`config.mk`:
```
export PLATFORM = sky130hd
export DESIGN_NAME = grayscale_rd_engine
export DESIGN_NICKNAME = d
export VERILOG_FILES = /design/src/rtl/grayscale_pkg.sv /design/src/rtl/grayscale_rd_credit.sv /design/src/rtl/grayscale_rd_engine.sv
export SDC_FILE = /design/constraint.sdc
export NUM_CORES = 2
export LEC_CHECK = 0
export ABC_AREA = 1
export ABC_CLOCK_PERIOD_IN_PS = 3300
export CORE_AREA = 3 3 484 486
export CTS_CLUSTER_SIZE = 16
export DETAILED_ROUTE_END_ITERATION = 16
export DIE_AREA = 0 0 487 489
export GPL_ROUTABILITY_DRIVEN = 0
export HOLD_SLACK_MARGIN = 0.1
export PLACE_DENSITY_LB_ADDON = 0.25
export REMOVE_ABC_BUFFERS = 1
export SLEW_MARGIN = 30
export SYNTH_ARGS = -nofsm -noshare
export SYNTH_HDL_FRONTEND = slang
export SYNTH_SLANG_ARGS = --single-unit
```
`constraint.sdc`:
```
create_clock -name clk -period 3.3 [get_ports clk]
set_input_delay 0.495 -clock clk [delete_from_list [all_inputs] [get_ports clk]]
set_output_delay 0.495 -clock clk [all_outputs]
set_load 0.05 [all_outputs]
```
`src/rtl/grayscale_pkg.sv`:
```
// Shared types and constants for the grayscale read engine.
package grayscale_pkg;

  typedef enum logic [1:0] {
    StIdle,
    StReq,
    StDrain,
    StDone
  } t_rd_state;

  localparam int unsigned HC_CTRL_START_BIT  = 0;
  localparam int unsigned HC_LINE_BYTES_LOG2 = 6;

  typedef logic [26:0] t_rd_line_cnt;

  // Round a byte count up to whole cache lines; the 33-bit sum cannot overflow.
  function automatic t_rd_line_cnt bytes_to_lines(input logic [31:0] bytes);
    logic [32:0] sum;
    sum = {1'b0, bytes} + 33'((1 << HC_LINE_BYTES_LOG2) - 1);
    return t_rd_line_cnt'(sum >> HC_LINE_BYTES_LOG2);
  endfunction

  function automatic logic [31:0] sat_inc32(input logic [31:0] v);
    return (v == '1) ? v : v + 32'd1;
  endfunction

endpackage

```
`src/rtl/grayscale_rd_credit.sv`:
```
// Outstanding read-request tracker: counts in-flight lines against a fixed cap.
module grayscale_rd_credit #(
  parameter int unsigned MaxOutstanding = 64
) (
  input  logic clk_i,
  input  logic rst_ni,
  input  logic clear_i,
  input  logic issue_i,
  input  logic rsp_i,
  output logic can_issue_o,
  output logic underflow_o
);

  localparam int unsigned CntW = $clog2(MaxOutstanding) + 1;

  logic [CntW-1:0] cnt_q, cnt_d;

  always_comb begin
    cnt_d = cnt_q;
    if (clear_i) begin
      cnt_d = '0;
    end else if (issue_i && !rsp_i) begin
      cnt_d = cnt_q + CntW'(1);
    end else if (rsp_i && !issue_i && (cnt_q != '0)) begin
      cnt_d = cnt_q - CntW'(1);
    end
  end

  always_ff @(posedge clk_i) begin
    if (!rst_ni) begin
      cnt_q <= '0;
    end else begin
      cnt_q <= cnt_d;
    end
  end

  assign can_issue_o = (cnt_q < CntW'(MaxOutstanding));
  // Responses while idle belong to an abandoned transfer and are not errors.
  assign underflow_o = rsp_i && !issue_i && (cnt_q == '0) && !clear_i;

  assert property (@(posedge clk_i) disable iff (!rst_ni) cnt_q <= CntW'(MaxOutstanding));

endmodule

```
`src/rtl/grayscale_rd_engine.sv`:
```
// Buffer read engine: issues channel-0 line reads and forwards responses downstream.
// Define GRAYSCALE_RD_PERF_EN to add the three saturating performance counters.
module grayscale_rd_engine
  import grayscale_pkg::*;
#(
  parameter int unsigned ADDR_W          = 42,
  parameter int unsigned MAX_OUTSTANDING = 64,
  parameter int unsigned MDATA_W         = 16
) (
  input  logic               clk,
  input  logic               reset,
  input  logic [31:0]        hc_control,
  input  logic [ADDR_W-1:0]  hc_buffer_address,
  input  logic [31:0]        hc_buffer_size,
  input  logic               c0TxAlmFull,
  output logic               rd_req_valid,
  output logic [ADDR_W-1:0]  rd_req_addr,
  output logic [MDATA_W-1:0] rd_req_mdata,
  input  logic               rd_rsp_valid,
  input  logic [MDATA_W-1:0] rd_rsp_mdata,
  input  logic [511:0]       rd_rsp_data,
  output logic               out_valid,
  output logic [MDATA_W-1:0] out_index,
  output logic [511:0]       out_data,
  output logic               busy,
`ifdef GRAYSCALE_RD_PERF_EN
  output logic [31:0]        perf_total_cycles,
  output logic [31:0]        perf_almfull_stall,
  output logic [31:0]        perf_credit_stall,
`endif
  output logic               done
);

  t_rd_state          state_q, state_d;
  logic               start_prev_q, start_prev_d;
  logic [ADDR_W-1:0]  base_q, base_d;
  t_rd_line_cnt       total_q, total_d;
  t_rd_line_cnt       issued_q, issued_d;
  t_rd_line_cnt       received_q, received_d;
  logic               req_valid_q, req_valid_d;
  logic [ADDR_W-1:0]  req_addr_q, req_addr_d;
  logic [MDATA_W-1:0] req_mdata_q, req_mdata_d;
  logic               out_valid_q, out_valid_d;
  logic [MDATA_W-1:0] out_index_q, out_index_d;
  logic [511:0]       out_data_q, out_data_d;
  logic               busy_q, busy_d;
  logic               done_q, done_d;

  logic start_bit, start_edge, pending, can_issue, issue, rsp_underflow, unused_ctrl;

  assign start_bit   = hc_control[HC_CTRL_START_BIT];
  assign unused_ctrl = ^(hc_control & ~(32'd1 << HC_CTRL_START_BIT));
  assign start_edge  = start_bit && !start_prev_q;
  assign pending     = (issued_q < total_q);
  assign issue       = (state_q == StReq) && !c0TxAlmFull && can_issue && pending;

  grayscale_rd_credit #(
    .MaxOutstanding(MAX_OUTSTANDING)
  ) u_credit (
    .clk_i      (clk),
    .rst_ni     (reset),
    .clear_i    (state_q == StIdle),
    .issue_i    (issue),
    .rsp_i      (rd_rsp_valid),
    .can_issue_o(can_issue),
    .underflow_o(rsp_underflow)
  );

  always_comb begin
    state_d      = state_q;
    start_prev_d = start_bit;
    base_d       = base_q;
    total_d      = total_q;
    issued_d     = issued_q;
    received_d   = received_q;
    req_valid_d  = 1'b0;
    req_addr_d   = req_addr_q;
    req_mdata_d  = req_mdata_q;
    busy_d       = busy_q;
    done_d       = done_q;
    // Forwarding is unconditional so late responses still reach the pipeline.
    out_valid_d  = rd_rsp_valid;
    out_index_d  = rd_rsp_valid ? rd_rsp_mdata : out_index_q;
    out_data_d   = rd_rsp_valid ? rd_rsp_data : out_data_q;

    if ((state_q == StReq || state_q == StDrain) && rd_rsp_valid) begin
      received_d = received_q + t_rd_line_cnt'(1);
    end

    unique case (state_q)
      StIdle: begin
        issued_d   = '0;
        received_d = '0;
        busy_d     = 1'b0;
        done_d     = 1'b0;
        if (start_edge) begin
          base_d  = hc_buffer_address;
          total_d = bytes_to_lines(hc_buffer_size);
          if (bytes_to_lines(hc_buffer_size) == '0) begin
            state_d = StDone;
            done_d  = 1'b1;
          end else begin
            state_d = StReq;
            busy_d  = 1'b1;
          end
        end
      end
      StReq: begin
        if (issue) begin
          req_valid_d = 1'b1;
          req_addr_d  = base_q + ADDR_W'(issued_q);
          req_mdata_d = MDATA_W'(issued_q);
          issued_d    = issued_q + t_rd_line_cnt'(1);
        end
        if (!pending) begin
          state_d = StDrain;
        end
      end
      StDrain: begin
        if (received_q == total_q) begin
          state_d = StDone;
          busy_d  = 1'b0;
          done_d  = 1'b1;
        end
      end
      StDone: begin
        if (!start_bit) begin
          state_d = StIdle;
          done_d  = 1'b0;
        end
      end
    endcase
  end

  always_ff @(posedge clk) begin
    if (!reset) begin
      state_q      <= StIdle;
      start_prev_q <= 1'b0;
      base_q       <= '0;
      total_q      <= '0;
      issued_q     <= '0;
      received_q   <= '0;
      req_valid_q  <= 1'b0;
      req_addr_q   <= '0;
      req_mdata_q  <= '0;
      out_valid_q  <= 1'b0;
      out_index_q  <= '0;
      out_data_q   <= '0;
      busy_q       <= 1'b0;
      done_q       <= 1'b0;
    end else begin
      state_q      <= state_d;
      start_prev_q <= start_prev_d;
      base_q       <= base_d;
      total_q      <= total_d;
      issued_q     <= issued_d;
      received_q   <= received_d;
      req_valid_q  <= req_valid_d;
      req_addr_q   <= req_addr_d;
      req_mdata_q  <= req_mdata_d;
      out_valid_q  <= out_valid_d;
      out_index_q  <= out_index_d;
      out_data_q   <= out_data_d;
      busy_q       <= busy_d;
      done_q       <= done_d;
    end
  end

  assign rd_req_valid = req_valid_q;
  assign rd_req_addr  = req_addr_q;
  assign rd_req_mdata = req_mdata_q;
  assign out_valid    = out_valid_q;
  assign out_index    = out_index_q;
  assign out_data     = out_data_q;
  assign busy         = busy_q;
  assign done         = done_q;

`ifdef GRAYSCALE_RD_PERF_EN
  logic [31:0] perf_total_q, perf_total_d;
  logic [31:0] perf_alm_q, perf_alm_d;
  logic [31:0] perf_credit_q, perf_credit_d;

  always_comb begin
    perf_total_d  = perf_total_q;
    perf_alm_d    = perf_alm_q;
    perf_credit_d = perf_credit_q;
    if (state_q == StIdle && start_edge) begin
      perf_total_d  = '0;
      perf_alm_d    = '0;
      perf_credit_d = '0;
    end else if (state_q == StReq || state_q == StDrain) begin
      perf_total_d = sat_inc32(perf_total_q);
      if (state_q == StReq && pending) begin
        if (c0TxAlmFull) perf_alm_d = sat_inc32(perf_alm_q);
        if (!can_issue) perf_credit_d = sat_inc32(perf_credit_q);
      end
    end
  end

  always_ff @(posedge clk) begin
    if (!reset) begin
      perf_total_q  <= '0;
      perf_alm_q    <= '0;
      perf_credit_q <= '0;
    end else begin
      perf_total_q  <= perf_total_d;
      perf_alm_q    <= perf_alm_d;
      perf_credit_q <= perf_credit_d;
    end
  end

  assign perf_total_cycles  = perf_total_q;
  assign perf_almfull_stall = perf_alm_q;
  assign perf_credit_stall  = perf_credit_q;
`endif

  assert property (@(posedge clk) disable iff (!reset) !rsp_underflow);

endmodule

```
==> flow_summary.json <==
{
  "status": "finished clean",
  "fin_util_pct": 21.2,
  "drv_cap": 0,
  "yosys_register_bits": 723,
  "final_common_cell": "nor2_1",
  "fill_cells": 25700,
  "grt_overflow": 0,
  "drtIter0Drc": 1742,
  "cts_tree": "yes",
  "firstDrtPassIters": 6,
  "final_cell_mix": "nor2_1 (1316), clkdlybuf4s50_1 (1192), dfxtp_1 (723), o21ai_0 (680), nand2_1 (391)",
  "core.rowCount": 176,
  "root_buffer": "clkbuf_16",
  "cts_buffers": 98,
  "setup_viol": 0,
  "synthCells": 4110,
  "dp_cells": 8168,
  "routed_via_density": 3.90,
  "p_int_uw": 18500,
  "fin_crit_sh_pct": 92.1,
  "critical_path.max_fanout": 5,
  "power.leakage_uw": 0.0190,
  "yosysWarningCount": 0,
  "cts_sinks": 723,
  "dieArea_mm2": 0.238,
  "clockBufferDepth": 3,
  "switchingPower_uw": 10400,
  "max_freq_mhz": 329,
  "ant_nets": 0,
  "p_sw_share_pct": 36.0,
  "track_usage_pct": 17.6,
  "syn_area_mm2": 0.0298,
  "via_count": 32700,
  "vdd_drop_max_mv": 0.416,
  "cp-end-kind": "register",
  "layout.nets": 5949,
  "timing.final.ws_setup_ps": 260,
  "comb_power_share_pct": 26.6,
  "r2r_setup_slack_ps": 260,
  "min_period_ps": 3040,
  "grt_pass1_wl_um": 287000,
  "drt-total-wl_um": 218000,
  "core_mm2": 0.230,
  "pwr-share-seq_pct": 34.9,
  "io_buffer_count": 1196,
  "ys_types": 45,
  "final_cell_count_no_fill": 8383,
  "grt_max_degree": 145,
  "seq_area_mm2": 0.0145,
  "powerDensity_mw_per_mm2": 593,
  "fp.dieW_um": 487,
  "clkTransAtPathRegs_ps": 60,
  "relSlewSlack_pct": 32.1,
  "route.detailed.drc": 0,
  "hpwl_um": 177000,
  "finalHoldViolCount": 0,
  "startpoint_type": "register",
  "ios": 1228,
  "grt_pass1_vias": 32400,
  "htree_levels": 3,
  "antenna_found_initial": 199,
  "syn-mean-instance-area_um2": 7.26,
  "post-place-ws_ps": 143,
  "wl_per_cell_um": 26.0,
  "report.final.slew_viol_count": 0,
  "hold_path.class": "input port to register",
  "worst_slew_pin_slew_ps": 1010,
  "floorplan.initialDensity_pct": 13.0,
  "clock_skew_ps": 30.4,
  "ys_seq_area_share_pct": 48.5,
  "syn2layout_area_growth_pct": 63.7,
  "p_clk_share_pct": 38.4,
  "drive_above_1_share_pct": 4.96,
  "required_ps": 3930,
  "crit_type": "register to register",
  "cp.arrival_ps": 3670,
  "multiInputGateArea_mm2": 0.0137,
  "setup_tns_ps": 0,
  "clkLatencyLatePin_ps": 760,
  "die_height_um": 489
}
[synth_stat cells (all sizes together)]
cell type	count	area share [%]
inv	224	2.8
nand2	401	5.2
o22ai	2	0.042
a21oi	178	3.0
nand3b	11	0.28
o21ai	689	12
fa	2	0.13
clkbuf	206	2.6
a21o	3	0.075
nor2	1325	17
a211oi	3	0.075
ha	64	2.7
nand3	61	1.1
or2	1	0.021
or3b	1	0.029
o211ai	4	0.10
or3	1	0.021
o21a	9	0.23
dfxtp	723	48
nor3b	3	0.075
nor3	39	0.70
a31oi	8	0.17
nor4b	1	0.029
a21boi	3	0.075
nor4	10	0.23
o21bai	6	0.15
buf	22	0.39
xnor2	24	0.70
xor2	55	1.6
nand4	31	0.67
[power groups by stage]
stage / Sequential (uW) / Clock (uW) / Combinational [uW]
floorplan: 12200 / 0 / 2050
global placement: 10300 / 0 / 7760
detailed placement: 10300 / 0 / 7750
CTS: 10100 / 11600 / 7800
global route: 10200 / 11900 / 8280
finish: 10100 / 11100 / 7720
[cell type report]
class,count,share of cell area (%)
clock buffer,132,5.63
sequential,723,29.6
clock inverter,42,1.14
tap,3026,7.75
multi-input combinational,2935,28.0
inverter,224,1.74
timing repair buffer,1263,25.9
antenna,38,0.195
[critical path, stage by stage (launching register included)]
cell and delay [ps]:
dfxtp_1 340, inv_1 70, ha_1 300, a21oi_1 140, o21ai_0 100, nand2_1 70
nand2_1 80, a21oi_4 200, nand3_2 110, inv_2 70, nand2_2 100, ha_1 290
nand2_1 60, nor2_1 50, a211oi_2 280, nor2_1 80, o21ai_0 180, nand2_1 90
xor2_1 140, nor2_1 100, nor2_1 50
[routing by layer]
| metal | vias to the layer above | global-route usage (%) | wire length [um] |
|---|---|---|---|
| met5 | - | 0 | 264 |
| met4 | 42 | 4.48 | 6360 |
| met3 | 449 | 7.64 | 22700 |
| met2 | 1293 | 33.0 | 113000 |
| met1 | 15400 | 17.7 | 75100 |
| li1 | 15600 | - | - |
[state kept, by name, indices dropped and copies added, names as in the netlist, 2 cells and up]
name            cells
rd_req_addr        42
total_q            27
u_credit.cnt_q      7
rd_req_mdata       16
issued_q           27
out_index          16
state_q             2
received_q         27
base_q             42
out_data          512
[metrics by stage]
| step | cell area (um2) | hold slack, ps | power, uW |
|---|---|---|---|
| floorplan | 29000 | 437 | 14300 |
| global placement | 45400 | 459 | 18000 |
| detailed placement | 45400 | 465 | 18000 |
| CTS | 48700 | 214 | 29500 |
| global route | 48800 | 260 | 30400 |
| finish | 48900 | 309 | 29000 |
[cell families (layout without fill, tap and decap cells)]
group,count (synthesis),after routing,share of synthesized area [%]
buffers and inverters,452,1661,5.80
adders and majority gates,66,66,2.82
AOI/OAI and AO/OA,905,905,15.5
and+or+nand+nor,1885,1885,25.1
DFF,723,723,48.5
other,0,38,0
xor gates and xnor gates,79,79,2.32
[worst paths after layout]
kind,start,to,cells past startpoint
hold reg to reg,rd_req_mdata[14],rd_req_mdata[14],2
hold / removal,rd_rsp_data[203],out_data[203],3
setup reg to reg,total_q[14],u_credit.cnt_q[5],20
setup / recovery,total_q[14],u_credit.cnt_q[5],20
[what timing repair did]
item	4_1_cts	5_1_grt
setup buffers	0	1
hold endpoints to repair	19	0
setup endpoints to repair	0	3
resized for setup	0	6
hold buffers	2	0
No activity file was read; power rests on OpenSTA's default activity.
